--- src/rtl/core_pkg.sv ---
// Shared definitions for the 16-bit pipelined core:
// forwarding-select encodings, register-id width and the hazard FSM states.
package core_pkg;

    localparam int unsigned REG_BITS = 3;

    localparam logic [1:0] FWD_REG   = 2'b00;
    localparam logic [1:0] FWD_EXMEM = 2'b01;
    localparam logic [1:0] FWD_MEMWB = 2'b10;
    localparam logic [1:0] FWD_IMM   = 2'b11;

    typedef enum logic {
        RUN    = 1'b0,
        FREEZE = 1'b1
    } hz_state_t;

endpackage : core_pkg

--- src/rtl/fwd_select.sv ---
// Per-operand forwarding priority compare: EX beats MEM beats register file,
// with an optional immediate override for operand B.
module fwd_select #(
    parameter int unsigned REG_BITS = core_pkg::REG_BITS,
    parameter bit          R0_ZERO  = 1'b1,
    parameter bit          IMM_EN   = 1'b0
) (
    input  logic [REG_BITS-1:0] rs_i,
    input  logic                use_i,
    input  logic                use_imm_i,
    input  logic [REG_BITS-1:0] ex_rd_i,
    input  logic                ex_regwrite_i,
    input  logic [REG_BITS-1:0] mem_rd_i,
    input  logic                mem_regwrite_i,
    output logic [1:0]          sel_c_o,
    output logic                ex_hit_c_o
);

    logic mem_hit;

    // A zero destination never matches when R0 is hard-wired.
    assign ex_hit_c_o = ex_regwrite_i & use_i & (ex_rd_i == rs_i)
                      & ~(R0_ZERO & (ex_rd_i == '0));
    assign mem_hit    = mem_regwrite_i & use_i & (mem_rd_i == rs_i)
                      & ~(R0_ZERO & (mem_rd_i == '0));

    always_comb begin
        sel_c_o = core_pkg::FWD_REG;
        if (IMM_EN && use_imm_i) begin
            sel_c_o = core_pkg::FWD_IMM;
        end else if (ex_hit_c_o) begin
            sel_c_o = core_pkg::FWD_EXMEM;
        end else if (mem_hit) begin
            sel_c_o = core_pkg::FWD_MEMWB;
        end
    end

endmodule : fwd_select

--- src/rtl/hazard_forward_unit.sv ---
// Decode-stage hazard/forwarding controller: registered EX operand selects,
// combinational pipeline enables for stall/flush/freeze, saturating event counters.
module hazard_forward_unit #(
    parameter int unsigned REG_BITS = core_pkg::REG_BITS,
    parameter bit          R0_ZERO  = 1'b1,
    parameter int unsigned CNT_W    = 16
) (
    input  logic                clk,
    input  logic                reset,
    input  logic [REG_BITS-1:0] id_rs1,
    input  logic [REG_BITS-1:0] id_rs2,
    input  logic                id_use_rs1,
    input  logic                id_use_rs2,
    input  logic                id_use_imm,
    input  logic [REG_BITS-1:0] ex_rd,
    input  logic                ex_regwrite,
    input  logic                ex_memread,
    input  logic [REG_BITS-1:0] mem_rd,
    input  logic                mem_regwrite,
    input  logic                branch_taken,
    input  logic                mem_busy,
    output logic [1:0]          fwd_a_sel,
    output logic [1:0]          fwd_b_sel,
    output logic                pc_write,
    output logic                ifid_write,
    output logic                idex_write,
    output logic                idex_bubble,
    output logic                ifid_flush,
    output logic [CNT_W-1:0]    stall_cnt,
    output logic [CNT_W-1:0]    flush_cnt
);

    core_pkg::hz_state_t state_q, state_d;
    logic [1:0]       fwd_a_q, fwd_a_d, fwd_b_q, fwd_b_d;
    logic [1:0]       sel_a_c, sel_b_c;
    logic             ex_hit_a, ex_hit_b, load_use;
    logic             stall_inc, flush_inc;
    logic [CNT_W-1:0] stall_cnt_q, stall_cnt_d, flush_cnt_q, flush_cnt_d;

    fwd_select #(.REG_BITS(REG_BITS), .R0_ZERO(R0_ZERO), .IMM_EN(1'b0)) u_sel_a (
        .rs_i(id_rs1), .use_i(id_use_rs1), .use_imm_i(1'b0),
        .ex_rd_i(ex_rd), .ex_regwrite_i(ex_regwrite),
        .mem_rd_i(mem_rd), .mem_regwrite_i(mem_regwrite),
        .sel_c_o(sel_a_c), .ex_hit_c_o(ex_hit_a)
    );

    fwd_select #(.REG_BITS(REG_BITS), .R0_ZERO(R0_ZERO), .IMM_EN(1'b1)) u_sel_b (
        .rs_i(id_rs2), .use_i(id_use_rs2), .use_imm_i(id_use_imm),
        .ex_rd_i(ex_rd), .ex_regwrite_i(ex_regwrite),
        .mem_rd_i(mem_rd), .mem_regwrite_i(mem_regwrite),
        .sel_c_o(sel_b_c), .ex_hit_c_o(ex_hit_b)
    );

    // An immediate B operand cannot depend on the load.
    assign load_use = ex_memread & (ex_hit_a | (ex_hit_b & ~id_use_imm));

    always_comb begin
        state_d     = state_q;
        pc_write    = 1'b1;
        ifid_write  = 1'b1;
        idex_write  = 1'b1;
        idex_bubble = 1'b0;
        ifid_flush  = 1'b0;
        stall_inc   = 1'b0;
        flush_inc   = 1'b0;
        fwd_a_d     = fwd_a_q;
        fwd_b_d     = fwd_b_q;

        case (state_q)
            core_pkg::RUN:    if (mem_busy)  state_d = core_pkg::FREEZE;
            core_pkg::FREEZE: if (!mem_busy) state_d = core_pkg::RUN;
            default:          state_d = core_pkg::RUN;
        endcase

        // Priority: reset, freeze, taken branch (squashes ID), load-use stall.
        if (reset) begin
            state_d = core_pkg::RUN;
        end else if (mem_busy) begin
            pc_write   = 1'b0;
            ifid_write = 1'b0;
            idex_write = 1'b0;
        end else if (branch_taken) begin
            ifid_flush  = 1'b1;
            idex_bubble = 1'b1;
            flush_inc   = 1'b1;
            fwd_a_d     = core_pkg::FWD_REG;
            fwd_b_d     = core_pkg::FWD_REG;
        end else if (load_use) begin
            pc_write    = 1'b0;
            ifid_write  = 1'b0;
            idex_bubble = 1'b1;
            stall_inc   = 1'b1;
            fwd_a_d     = core_pkg::FWD_REG;
            fwd_b_d     = core_pkg::FWD_REG;
        end else begin
            fwd_a_d = sel_a_c;
            fwd_b_d = sel_b_c;
        end
    end

    always_comb begin
        stall_cnt_d = stall_cnt_q;
        flush_cnt_d = flush_cnt_q;
        if (stall_inc && (stall_cnt_q != '1)) stall_cnt_d = stall_cnt_q + CNT_W'(1);
        if (flush_inc && (flush_cnt_q != '1)) flush_cnt_d = flush_cnt_q + CNT_W'(1);
    end

    always_ff @(posedge clk) begin
        if (reset) begin
            state_q     <= core_pkg::RUN;
            fwd_a_q     <= core_pkg::FWD_REG;
            fwd_b_q     <= core_pkg::FWD_REG;
            stall_cnt_q <= '0;
            flush_cnt_q <= '0;
        end else begin
            state_q     <= state_d;
            fwd_a_q     <= fwd_a_d;
            fwd_b_q     <= fwd_b_d;
            stall_cnt_q <= stall_cnt_d;
            flush_cnt_q <= flush_cnt_d;
        end
    end

    assign fwd_a_sel = fwd_a_q;
    assign fwd_b_sel = fwd_b_q;
    assign stall_cnt = stall_cnt_q;
    assign flush_cnt = flush_cnt_q;

endmodule : hazard_forward_unit

--- config.mk ---
export PLATFORM = sky130hd
export DESIGN_NAME = hazard_forward_unit
export DESIGN_NICKNAME = d
export VERILOG_FILES = /design/src/rtl/core_pkg.sv /design/src/rtl/fwd_select.sv /design/src/rtl/hazard_forward_unit.sv
export SDC_FILE = /design/constraint.sdc
export NUM_CORES = 1
export LEC_CHECK = 0
export ABC_CLOCK_PERIOD_IN_PS = 1900
export BUFFER_PORTS_ARGS = -buffer_cell sky130_fd_sc_hd__buf_4
export CAP_MARGIN = 20
export CORE_MARGIN = 1
export CORE_UTILIZATION = 45
export CTS_CLUSTER_SIZE = 12
export DETAILED_ROUTE_END_ITERATION = 16
export GPL_TIMING_DRIVEN = 0
export PLACE_DENSITY = 0.75
export SLEW_MARGIN = 20
export SYNTH_ARGS = -nofsm -noshare
export SYNTH_HDL_FRONTEND = slang
export SYNTH_SLANG_ARGS = --single-unit
--- constraint.sdc ---
create_clock -name clk -period 1.9 [get_ports clk]
set_input_delay 0.19 -clock clk [delete_from_list [all_inputs] [get_ports clk]]
set_output_delay 0.19 -clock clk [all_outputs]
set_load 0.03 [all_outputs]
# Word level (Yosys, flattened, before mapping)
# Cells that the tools add are included.
dict set report classes {
  addsub 2
  eq_ne 6
  mux 25
  n_bitwise 18
  n_reduce_logical 4
}
# op n
set op_table {}
lappend op_table {{$add A16 B1 Y16 const B} 2}
lappend op_table {{$ne A16 B16 Y1 const B} 2}
lappend op_table {{$mux W2} 9}
lappend op_table {{$mux W1} 16}
lappend op_table {{$and A1 B1 Y1} 14}
lappend op_table {{$eq A3 B3 Y1} 4}
lappend op_table {{$logic_not A3 Y1} 2}
lappend op_table {{$not A1 Y1} 3}
lappend op_table {{$logic_and A1 B1 Y1} 2}
lappend op_table {{$or A1 B1 Y1} 1}
dict set report word_totals {
  register_bits 36
  input_bits 22
}

# Longest topological paths before layout
dict set report depth {
  ltp_word 11
  mapped_depth 8
  ltp_nobuf 6
}

# By module
# Synthesis repeated with hierarchy kept, for this count alone.
dict set report hier_totals {
  cells_unflattened 236
  area_unflattened_um2 2064.5
}
# mod instances cells_each area_per_inst_um2 seq_area_each_um2
set by_module_without_submodules {}
lappend by_module_without_submodules {hazard_forward_unit 1 205 1805.5 720.7}
lappend by_module_without_submodules {{fwd_select (u_sel_b)} 1 15 142.6 0.0}
lappend by_module_without_submodules {{fwd_select (u_sel_a)} 1 16 116.4 0.0}

# Worst setup path before layout
# OpenSTA, ideal clock, no wires.
dict set report synth_path {
  path_kind {input-to-output}
  from {input port id_rs1[2]}
  to {output port idex_bubble}
  arrival_ps 1806
  path_slack_ps -96
  path_stages 4
  n_path_buf 0
  path_cell_list {xor2_1 nor4_4 o21ai_1 a211oi_1}
}
dict set report synth_via {
  elab_chain_len 9
}
# element line
set synth_lines {}
lappend synth_lines {{start, declared} hazard_forward_unit.sv:10} ;# input logic [REG_BITS-1:0] id_rs1,
lappend synth_lines {{$eq A3 B3 Y1} fwd_select.sv:22} ;# assign ex_hit_c_o = ex_regwrite_i & use_i & (ex_rd_i == rs_i)
lappend synth_lines {{$and A1 B1 Y1} fwd_select.sv:22}
lappend synth_lines {{$and A1 B1 Y1} fwd_select.sv:23} ;# & ~(R0_ZERO & (ex_rd_i == '0));
lappend synth_lines {{$or A1 B1 Y1} hazard_forward_unit.sv:55} ;# assign load_use = ex_memread & (ex_hit_a | (ex_hit_b & ~id_use_imm));
lappend synth_lines {{$and A1 B1 Y1} hazard_forward_unit.sv:55}
lappend synth_lines {{$mux W1} hazard_forward_unit.sv:88} ;# end else if (load_use) begin
lappend synth_lines {{$mux W1} hazard_forward_unit.sv:82} ;# end else if (branch_taken) begin
lappend synth_lines {{$mux W1} hazard_forward_unit.sv:78} ;# end else if (mem_busy) begin
lappend synth_lines {{$mux W1} hazard_forward_unit.sv:76} ;# if (reset) begin
lappend synth_lines {{end, declared} hazard_forward_unit.sv:27} ;# output logic idex_bubble,
# No other way between the ends.

# Worst setup path after layout
dict set report layout_path {
  from {register stall_cnt_q[4] (netlist: stall_cnt[4])}
  to {register stall_cnt_q[14] (netlist: stall_cnt[14])}
}
dict set report layout_via {
  elab_chain_len 2
  word_cells_on_any_way 3
  cone_classes {1 x add/sub; 1 x eq/ne; 1 x reduce/logical}
}
# element line
set layout_lines {}
lappend layout_lines {{start, declared} hazard_forward_unit.sv:38} ;# logic [CNT_W-1:0] stall_cnt_q, stall_cnt_d, flush_cnt_q, flush_cnt_d;
lappend layout_lines {{start signal, assigned} hazard_forward_unit.sv:119} ;# stall_cnt_q <= stall_cnt_d;
lappend layout_lines {{branches (longest 2 deep; another with $add A16 B1 Y16)} -}
# Parallel ways; which one is timed is not known.
# A chain may end at the register's enable or synchronous reset.

==> reports/summary.txt <==
part of the Yosys area used for sequential elements: 36.97%
source of the critical timing path: stall_cnt[4]$_SDFFE_PP0P_
register bit total from synthesis: 36
leftover overflow at the end of global routing: 0
Internal: 1.083 mW
Final setup violation count: 0
post-route non-filler standard cell count: 355
Layout area overhead: 35.30%
type of the setup path with the least slack: register to register
dpl cell area: 2489 sq um
share of total power in the clock network: 35.3%
Residual DRC: 0
Max IR drop VDD: 0.4214 mV
max cap viols: 0
worst slack at placement: -0.09824 ns
area of all placed cells without fillers: 2638 sq um
mean post-synth cell area: 8.331 sq um
worst hold path depth: 3
Routed WL: 4818 microns
total global routing track utilization: 21.36%
async set-reset flop share out of synthesis: 0%
count of vias placed by the detailed router: 1937
RePlAce Congestion: 0.7747
fraction of power spent switching nets: 24.97%
CTS H-tree lvls: 2
startpoint of the lowest-slack register-to-register path: stall_cnt[4]$_SDFFE_PP0P_
P_leak: 1.053 nW
die width: 67.82 microns
combinational fraction of design power: 12.0%
reg-to-reg slack, setup: 0.03 ns
post-detailed-placement half-perimeter wirelength: 3537 microns
Pre-Repair DR Iteration Count: 4
fin worst setup slack: 0.03315 ns
largest fanout of any net on the critical path: 10
number of nets in the synthesized netlist: 258
Crit path required time: 2.12 ns
via/cell ratio: 5.456
first-pass GRT wire length: 7514 microns
Max-Slew Margin vs Limit: 67.86%
crit path capture: stall_cnt[14]$_SDFFE_PP0P_
leading cell type in the layout, fill and taps excluded: sky130_fd_sc_hd__buf_4
I/O pin count: 63
antenna violations before repair: 0
antenna diode count: 0
Post-Synthesis Cells: 234
wire length per cell: 13.57 microns
effective utilization at floorplan: 47.70%
count of distinct cell types in the synthesized netlist: 44
path type of the worst min-delay path: input port to register
leading cell types in the layout, fill and taps excluded: 64 x sky130_fd_sc_hd__buf_4, 35 x sky130_fd_sc_hd__dfxtp_1, 24 x sky130_fd_sc_hd__nor2_1
Cell Area, Synth: 1949 sq um
Detail Route Antenna Nets: 0
clock transition time at the flip-flop clock pins of the worst setup and hold paths: 0.07 ns
number of clock buffers inserted by TritonCTS: 5
part of the cycle the worst path needs: 98.26%
Final Hold Fails: 0
number of enable-type register cells in the synthesized netlist: 0
clock tree from TritonCTS: done
number of instances in the placed design: 345
power density over the cells: 547.0 nW/um^2
number of max-slew violations in the final report: 0
drt initial violations: 112
outcome: finished, final reports clean
crit end category: register
Worst setup SP type: register
site row count: 23
vias in the first global route: 1766
maximum number of pins on one net before global-route repair: 11
vertical die dimension: 67.82 microns
deepest clock path buffer count: 2
logic depth of the worst register-to-register path: 7
Setup Skew: 0.004377 ns
count of input and output buffers: 61
pin slew with the least headroom to its limit: 0.4822 ns
endpoint of the worst register-to-register path: stall_cnt[14]$_SDFFE_PP0P_
top achievable clock speed: 535.7 MHz
number of warning messages in the yosys log: 0
endpoint arrival time on the critical path: 2.08 ns
fraction of layout instances using a drive strength above 1: 30.82%
net switching power: 0.3602 mW
Clk Tree Root Cell: sky130_fd_sc_hd__clkbuf_8
share of total power in sequential cells: 52.8%
die outline area: 4599 sq um
minimum clock period: 1.867 ns
core area: 4086 sq um
unrepaired setup endpoints after global routing: yes
primary flip-flop cell chosen by synthesis mapping: sky130_fd_sc_hd__dfxtp_1
number of clock sinks: 36
Final Net Count: 329
clock latency at the later pin of the worst-skew pair: 0.28 ns
power groups by stage:
stage               clock network (mW)  logic (mW)  registers, mW
floorplan                            0      0.0814          0.785
global placement                     0       0.163          0.779
detailed placement                   0       0.168          0.779
CTS                              0.521       0.171          0.761
global route                     0.545       0.187          0.761
finish                           0.509       0.172          0.761
metal layers:
metal	share of wire (%)	track usage (%)
met5	0	0
met4	0.98	6.250
met3	4.9	5.333
met2	48	36.63
met1	46	26.22
worst min-delay path by stage:
stage                                end                       from
2_1_floorplan  fwd_b_sel[1]$_SDFFE_PP0N_                 id_use_imm
3_3_place_gp   fwd_b_sel[1]$_SDFFE_PP0N_  fwd_b_sel[1]$_SDFFE_PP0N_
3_5_place_dp   fwd_b_sel[1]$_SDFFE_PP0N_  fwd_b_sel[1]$_SDFFE_PP0N_
4_1_cts        fwd_b_sel[1]$_SDFFE_PP0N_                 id_use_imm
5_1_grt        fwd_b_sel[1]$_SDFFE_PP0N_                 id_use_imm
6_report       fwd_b_sel[1]$_SDFFE_PP0N_                 id_use_imm
critical path, cell delays in order (launching register included):
cell and delay [ns]:
sky130_fd_sc_hd__dfxtp_1 0.34, sky130_fd_sc_hd__and3_1 0.20, sky130_fd_sc_hd__and3_4 0.21, sky130_fd_sc_hd__a31oi_4 0.27, sky130_fd_sc_hd__o21ai_2 0.13, sky130_fd_sc_hd__buf_6 0.16, sky130_fd_sc_hd__or3_1 0.36, sky130_fd_sc_hd__a21oi_2 0.14
Yosys cell counts, types with 4 or more instances:
cell type | number | area (sq um)
sky130_fd_sc_hd__o21ai_0 | 12 | 60.06
sky130_fd_sc_hd__xnor2_1 | 8 | 70.07
sky130_fd_sc_hd__and4_1 | 4 | 35.03
sky130_fd_sc_hd__nand4_1 | 5 | 31.28
sky130_fd_sc_hd__dfxtp_1 | 36 | 720.7
sky130_fd_sc_hd__a21oi_1 | 11 | 55.05
sky130_fd_sc_hd__xor2_1 | 18 | 157.7
sky130_fd_sc_hd__nor3_1 | 5 | 25.02
sky130_fd_sc_hd__nor2b_1 | 4 | 25.02
sky130_fd_sc_hd__nand2_1 | 17 | 63.81
sky130_fd_sc_hd__or3_1 | 9 | 56.30
sky130_fd_sc_hd__inv_1 | 8 | 30.03
sky130_fd_sc_hd__nor2_1 | 25 | 93.84
sky130_fd_sc_hd__and3_1 | 10 | 62.56
sky130_fd_sc_hd__nand3_1 | 19 | 95.09
timing repair:
item / CTS / global route
cloned: 0 / 1
hold endpoints to repair: 0 / 0
hold buffers: 0 / 0
endpoints found under the setup margin: 8 / 9
gates resized for setup: 4 / 7
setup buffers: 2 / 0
pin swaps: 2 / 2
cell families (layout without fill, tap and decap cells):
logic type | count (synthesis) | count (layout) | share of synthesized area, %
AO/OA/AOI/OAI | 43 | 44 | 13.99
XOR/XNOR | 26 | 26 | 11.68
buffers and inverters | 15 | 85 | 3.851
multiplexers | 1 | 1 | 0.5135
adder cells (fa/ha/maj) | 2 | 2 | 1.283
AND/OR/NAND/NOR | 111 | 111 | 31.71
flip-flops | 36 | 36 | 36.97
sequential cells by signal (all words and copies together) (netlist names):
signal and cells:
fwd_b_sel 2, stall_cnt 16, flush_cnt 16, fwd_a_sel 2
metrics by stage:
stage | utilization [%] | setup TNS (ns) | hold slack (ns) | total power, mW
floorplan | - | 0 | 0.3343 | 0.8669
global placement | 60.90 | -0.08573 | 0.4629 | 0.9420
detailed placement | 60.90 | -0.2650 | 0.4719 | 0.9465
CTS | 63.66 | 0 | 0.1934 | 1.453
global route | 64.54 | -0.06030 | 0.1960 | 1.493
finish | 64.54 | 0 | 0.1941 | 1.443
area by class of cell:
| type | instances | area (sq um) |
|---|---|---|
| fill | 389 | 1449 |
| multi-input combinational | 184 | 1226 |
| sequential | 36 | 721.9 |
| timing repair buffer | 63 | 473.0 |
| clock buffer | 6 | 72.57 |
| tap | 50 | 62.56 |
| buffer | 7 | 46.29 |
| inverter | 8 | 30.03 |
| clock inverter | 1 | 5.005 |
Power figures use the tool's default switching activity.
